[src/rtl/uart_cmd_pkg.sv]
// Shared types and constants for the UART command-frame controller.
package uart_cmd_pkg;

    typedef enum logic [2:0] {
        ST_IDLE = 3'd0,
        ST_OPC  = 3'd1,
        ST_ARG  = 3'd2,
        ST_CHK  = 3'd3,
        ST_HOLD = 3'd4
    } cmd_state_t;

    typedef enum logic [1:0] {
        ERR_CHKSUM  = 2'd0,
        ERR_OPCODE  = 2'd1,
        ERR_TIMEOUT = 2'd2,
        ERR_OVERRUN = 2'd3
    } cmd_err_t;

    localparam logic [7:0] SYNC_DEFAULT = 8'hA5;
    localparam int         OPC_W        = 3;

endpackage

[src/rtl/uart_cmd_timer.sv]
// Inter-byte idle counter: held at zero when disabled or cleared, flags expiry
// on the cycle the count sits at TIMEOUT_CYC-1 with no clearing strobe.
module uart_cmd_timer #(
    parameter int TIMEOUT_CYC = 100000
) (
    input  logic clk,
    input  logic rst_n,
    input  logic clr,
    input  logic en,
    output logic expire
);

    localparam logic [23:0] LIMIT = 24'(TIMEOUT_CYC - 1);

    logic [23:0] cnt;

    always_ff @(posedge clk) begin
        if (!rst_n || clr || !en)
            cnt <= '0;
        else
            cnt <= cnt + 24'd1;
    end

    // A strobe on the limit cycle takes priority, so expiry is masked by clr.
    assign expire = en && !clr && (cnt == LIMIT);

endmodule

[src/rtl/uart_cmd_ctrl.sv]
// Sequenced SYNC/OPC/ARG/CHK frame parser with valid/ready command output.
// Optional inter-byte timeout is built only when UART_CMD_TIMEOUT_EN is defined.
module uart_cmd_ctrl
    import uart_cmd_pkg::*;
#(
    parameter logic [7:0] SYNC_BYTE   = SYNC_DEFAULT,
    parameter int         TIMEOUT_CYC = 100000
) (
    input  logic             clk,
    input  logic             rst_n,
    input  logic             iRxDv,
    input  logic [7:0]       iRxByte,
    output logic             oCmdValid,
    output logic [OPC_W-1:0] oCmd,
    output logic [7:0]       oCmdArg,
    input  logic             iCmdReady,
    output logic             oBusy,
    output logic             oErrPulse,
    output logic [1:0]       oErrCode,
    output logic [7:0]       oErrCnt
);

    cmd_state_t state;
    logic [7:0] opc_q;
    logic [7:0] arg_q;
    logic       tmo_expire;

`ifdef UART_CMD_TIMEOUT_EN
    logic tmo_en;
    assign tmo_en = (state == ST_OPC) || (state == ST_ARG) || (state == ST_CHK);

    uart_cmd_timer #(
        .TIMEOUT_CYC (TIMEOUT_CYC)
    ) u_timer (
        .clk    (clk),
        .rst_n  (rst_n),
        .clr    (iRxDv),
        .en     (tmo_en),
        .expire (tmo_expire)
    );
`else
    assign tmo_expire = 1'b0;
`endif

    function automatic logic [7:0] sat_inc(input logic [7:0] v);
        return (v == 8'hFF) ? v : v + 8'd1;
    endfunction

    assign oBusy = (state != ST_IDLE);

    // Frame payload bytes carry no reset; they are only read once fully captured.
    always_ff @(posedge clk) begin
        if (iRxDv && state == ST_OPC) opc_q <= iRxByte;
        if (iRxDv && state == ST_ARG) arg_q <= iRxByte;
    end

    always_ff @(posedge clk) begin
        if (!rst_n) begin
            state     <= ST_IDLE;
            oCmdValid <= 1'b0;
            oCmd      <= '0;
            oCmdArg   <= '0;
            oErrPulse <= 1'b0;
            oErrCode  <= ERR_CHKSUM;
            oErrCnt   <= '0;
        end else begin
            oErrPulse <= 1'b0;
            case (state)
                ST_IDLE: begin
                    if (iRxDv && iRxByte == SYNC_BYTE)
                        state <= ST_OPC;
                end
                ST_OPC, ST_ARG: begin
                    if (iRxDv) begin
                        state <= (state == ST_OPC) ? ST_ARG : ST_CHK;
                    end else if (tmo_expire) begin
                        oErrPulse <= 1'b1;
                        oErrCode  <= ERR_TIMEOUT;
                        oErrCnt   <= sat_inc(oErrCnt);
                        state     <= ST_IDLE;
                    end
                end
                ST_CHK: begin
                    if (iRxDv) begin
                        // Checksum is tested first so it wins over a bad opcode.
                        if (iRxByte != (opc_q ^ arg_q)) begin
                            oErrPulse <= 1'b1;
                            oErrCode  <= ERR_CHKSUM;
                            oErrCnt   <= sat_inc(oErrCnt);
                            state     <= ST_IDLE;
                        end else if (opc_q[7:OPC_W] != '0) begin
                            oErrPulse <= 1'b1;
                            oErrCode  <= ERR_OPCODE;
                            oErrCnt   <= sat_inc(oErrCnt);
                            state     <= ST_IDLE;
                        end else begin
                            oCmd      <= opc_q[OPC_W-1:0];
                            oCmdArg   <= arg_q;
                            oCmdValid <= 1'b1;
                            state     <= ST_HOLD;
                        end
                    end else if (tmo_expire) begin
                        oErrPulse <= 1'b1;
                        oErrCode  <= ERR_TIMEOUT;
                        oErrCnt   <= sat_inc(oErrCnt);
                        state     <= ST_IDLE;
                    end
                end
                ST_HOLD: begin
                    if (iRxDv) begin
                        oErrPulse <= 1'b1;
                        oErrCode  <= ERR_OVERRUN;
                        oErrCnt   <= sat_inc(oErrCnt);
                    end
                    if (iCmdReady) begin
                        oCmdValid <= 1'b0;
                        state     <= ST_IDLE;
                    end
                end
                default: state <= ST_IDLE;
            endcase
        end
    end

endmodule
[config.mk]
export PLATFORM = sky130hd
export DESIGN_NAME = uart_cmd_ctrl
export DESIGN_NICKNAME = d
export VERILOG_FILES = /design/src/rtl/uart_cmd_pkg.sv /design/src/rtl/uart_cmd_timer.sv /design/src/rtl/uart_cmd_ctrl.sv
export SDC_FILE = /design/constraint.sdc
export NUM_CORES = 1
export LEC_CHECK = 0
export CORE_UTILIZATION = 55
export CTS_CLUSTER_SIZE = 14
export DETAILED_ROUTE_END_ITERATION = 10
export GPL_ROUTABILITY_DRIVEN = 0
export PLACE_DENSITY = 0.94
export SLEW_MARGIN = 20
export SYNTH_ARGS = -nofsm -noshare
export SYNTH_HDL_FRONTEND = slang
export SYNTH_HIERARCHICAL = 1
export SYNTH_SLANG_ARGS = --single-unit
[constraint.sdc]
create_clock -name clk -period 3 [get_ports clk]
set_clock_uncertainty 0.1 [all_clocks]
set_input_delay 0.6 -clock clk [delete_from_list [all_inputs] [get_ports clk]]
set_output_delay 0.6 -clock clk [all_outputs]
set_load 0.03 [all_outputs]
==> results by group <==
Outcome
  – Status: finished, violations left
  – Failing checks: DRC

Power
  – Pwr/cell area: 378.1 nW/um^2
  – Peak VDD IR: 0.2648 mV
  – P_leak: 0.0009600 uW

Clock tree
  – Hold_buf cts: 0
  – Clock root cell: clkbuf_4
  – Clk_lat worst skew: 0.36 ns
  – Post-CTS sizing: 0
  – Clk pin slew, worst setup/hold paths: approximately 0.11 ns
  – Total CTS buffers: 5
  – CTS sink cnt: 42
  – Clk buf depth: 2
  – CTS H-tree depth: 2
  – Post-CTS Setup Bufs: 0
  – TritonCTS clock tree: yes

Detailed routing
  – Drt total wl: ~3700 um
  – DR vias/cell: around 5.5
  – DRC: 2
  – First DRT Iteration DRCs: 77
  – TritonRoute pass-1 iters: 7
  – Final ANT Viol Nets: 0
  – Vias: approximately 1.4k
  – Wire per inst: roughly 14 um

Logic synthesis
  – Synth Flop Type: dfxtp_1
  – Post-Syn Nets: 182
  – Xor/xnor cell area share of the yosys netlist: 9.844%
  – Top post-synthesis cells by area: dfxtp_1, edfxtp_1, mux2i_1, xnor3_1, nand2_1
  – Largest family of logic cells by synthesized area: simple AND/OR/NAND/NOR gates
  – Yosys warnings: 6
  – Async SR Flop Fraction: 0%
  – Count leader, synth: nand2_1
  – FF+latch count, synth: 42
  – Simple-gate area share of the yosys netlist: a little over a fifth
  – Mapped cell area: 1919 um^2
  – Yosys top cell by area: dfxtp_1
  – Avg Cell Area, Syn: 11.36 um^2
  – Post-synthesis sequential area ratio: 52.15%
  – Fraction of the mapped netlist area in adder cells: 0.6519%
  – Synth top area share: between 20 and 30%
  – Yosys cell types: 34
  – Post-synthesis compound-gate area fraction: 3.911%
  – Number of synthesized flops with an enable pin: 16
  – Post-Syn Instances: 169
  – Post-synthesis mux area share: 9.387%
  – Most frequent cells after synthesis: nand2_1, dfxtp_1, mux2i_1

Global route
  – Initial antenna violation count: 0
  – First-pass GRT wire length: 6182 um
  – Largest net degree at the start of global routing: 32
  – GRT Total Usage: 23.57%
  – Grt ovf: 0
  – Vias in the first global route: 1,317

STA
  – Pins Over Slew Limit: 0
  – Worst-case headroom to the max-slew limit: 71.39%
  – Final hold viol count: 0
  – Unrepaired setup endpoints after global routing: false
  – # setup viols final: 0
  – Worst slew pin tran: 0.4278 ns
  – Fmax: around 0.41 GHz
  – Final period util: 81.41%
  – Min Tclk post-route: 2.442 ns
  – Setup TNS: 0 ns

Worst hold path
  – WHS Path Cells: 2
  – Worst hold path type: flop to flop

Setup path
  – Slowest CP cell: clkdlybuf4s50_1
  – WP data arrival: 1.74 ns
  – Worst EP required: 2.30 ns
  – Top delay family on crit path: buffers and inverters
  – Crit Path Max Fanout: 8
  – CP peak stage delay: around 0.6 ns
  – Setup crit end kind: primary output
  – Startpoint types: flop
  – Worst path cell trace: or3_1, clkdlybuf4s50_1
  – FF-to-FF path depth: 6
  – Crit path kind: flop to primary output
  – Worst Path Buf+Inv: 1
  – Crit. path cell count: 2

Floorplanning
  – Initial Util: between 50% and 60%
  – Core ar.: about 3300 um^2
  – Die extent in x: 61.08 um
  – Die area: 3730 um^2
  – # IOs: 36
  – Row cnt: 21
  – Die Ht: 61.08 um

Cells and area
  – Share of cells above drive strength 1: about 5.3%
  – FF/Latch Area: 1001 um^2
  – Final nets: 222
  – Cell Count, Final, Fillers Out: 255
  – Layout area overhead: 24.19%
  – Fill cells: about 270
  – Final core occ: between 70 and 80%
  – Multi-input gate area: between 800 and 900 um^2
  – # diodes: 0

Place
  – Port-buffer cells: 35
  – Cells after DPL: approximately 250
  – DPL Wire Length: 2749 um

Flow run
  – Maximum Capacitance Violations: 0
[worst paths after layout]
path                            from                       to  slack [ns]
min          oCmdArg[0]$_SDFFE_PN0P_  oCmdArg[0]$_SDFFE_PN0P_        0.37
max reg2reg       opc_q[3]$_DFFE_PP_     oCmd[1]$_SDFFE_PN0P_        0.72
max            state[0]$_SDFFE_PN0P_                    oBusy        0.56
min reg2reg  oCmdArg[0]$_SDFFE_PN0P_  oCmdArg[0]$_SDFFE_PN0P_        0.37
[flip-flops by register name, summed over array words and instances, names as in the netlist]
| register | count |
|---|---|
| arg_q | 8 |
| oCmd | 3 |
| oCmdArg | 8 |
| oCmdValid | 1 |
| oErrCnt | 8 |
| oErrCode | 2 |
| oErrPulse | 1 |
| opc_q | 8 |
| state | 3 |
[metrics by stage]
stage                     hold slack (ns)  setup WS, ns  total power (uW)  instance area (um^2)
after floorplan                    0.4038        0.9149             623.6                  1919
after global placement             0.3470        0.3134             647.9                  2338
after detailed placement           0.3578        0.2079             650.3                  2338
after CTS                          0.3737        0.5466             904.0                  2384
after global routing               0.3920        0.4791             928.7                  2384
final                              0.3685        0.5578             901.3                  2384
[routing by layer]
layer / routed length, um / share of wire [%] / up-vias / track usage [%]
met3: 139 / 3.8 / 6 / 7.143
met1: 1663 / 45 / 678 / 30.96
li1: - / - / 682 / -
met4: 67 / 1.8 / 0 / 9.416
met2: 1819 / 49 / 40 / 36.80
met5: 0 / 0 / - / 0
[cells by family after synthesis]
family,after synthesis
flip-flops,42
multiplexers,18
buffers and inverters,10
adder cells (fa/ha/maj),1
AO/OA/AOI/OAI,11
XOR/XNOR,9
AND/OR/NAND/NOR,78
[worst reg2reg max path, delay by kind of cell (launching register included)]
family / cells / cell delay (ns)
buffers and inverters: 1 / 0.22
flip-flops: 1 / 0.43
AND/OR/NAND/NOR: 4 / 1.29
multiplexers: 1 / 0.14
[cells in the final DEF (no fill, tap or decap), drive strengths merged, types with 2 or more instances in the layout]
cell type,netlist,routed
nor4,2,2
clkdlybuf4s50,0,35
nor4b,3,3
inv,3,3
nor4bb,2,2
and4,2,2
dfxtp,26,26
nand4,2,2
or4,4,4
nand3,3,3
nand2,37,37
nand2b,8,8
mux2i,18,18
clkbuf,4,6
nor3,4,4
or3,2,2
xnor3,8,8
a21oi,4,4
nor2,6,6
edfxtp,16,16
buf,3,5
[power by group]
group          total, uW  internal (uW)  switching [uW]
clock network        264           85.2             179
registers            591            591           0.286
logic               45.8           23.8            22.0
[layout make-up]
type	count	area share, %
inverters	3	0.4724
clock buffers	6	1.732
well taps	46	2.415
clock inverters	1	0.1575
repair buffers	40	16.80
multi-input cells	117	36.43
flip-flops and latches	42	41.99
No activity file was read; power rests on OpenSTA's default activity.
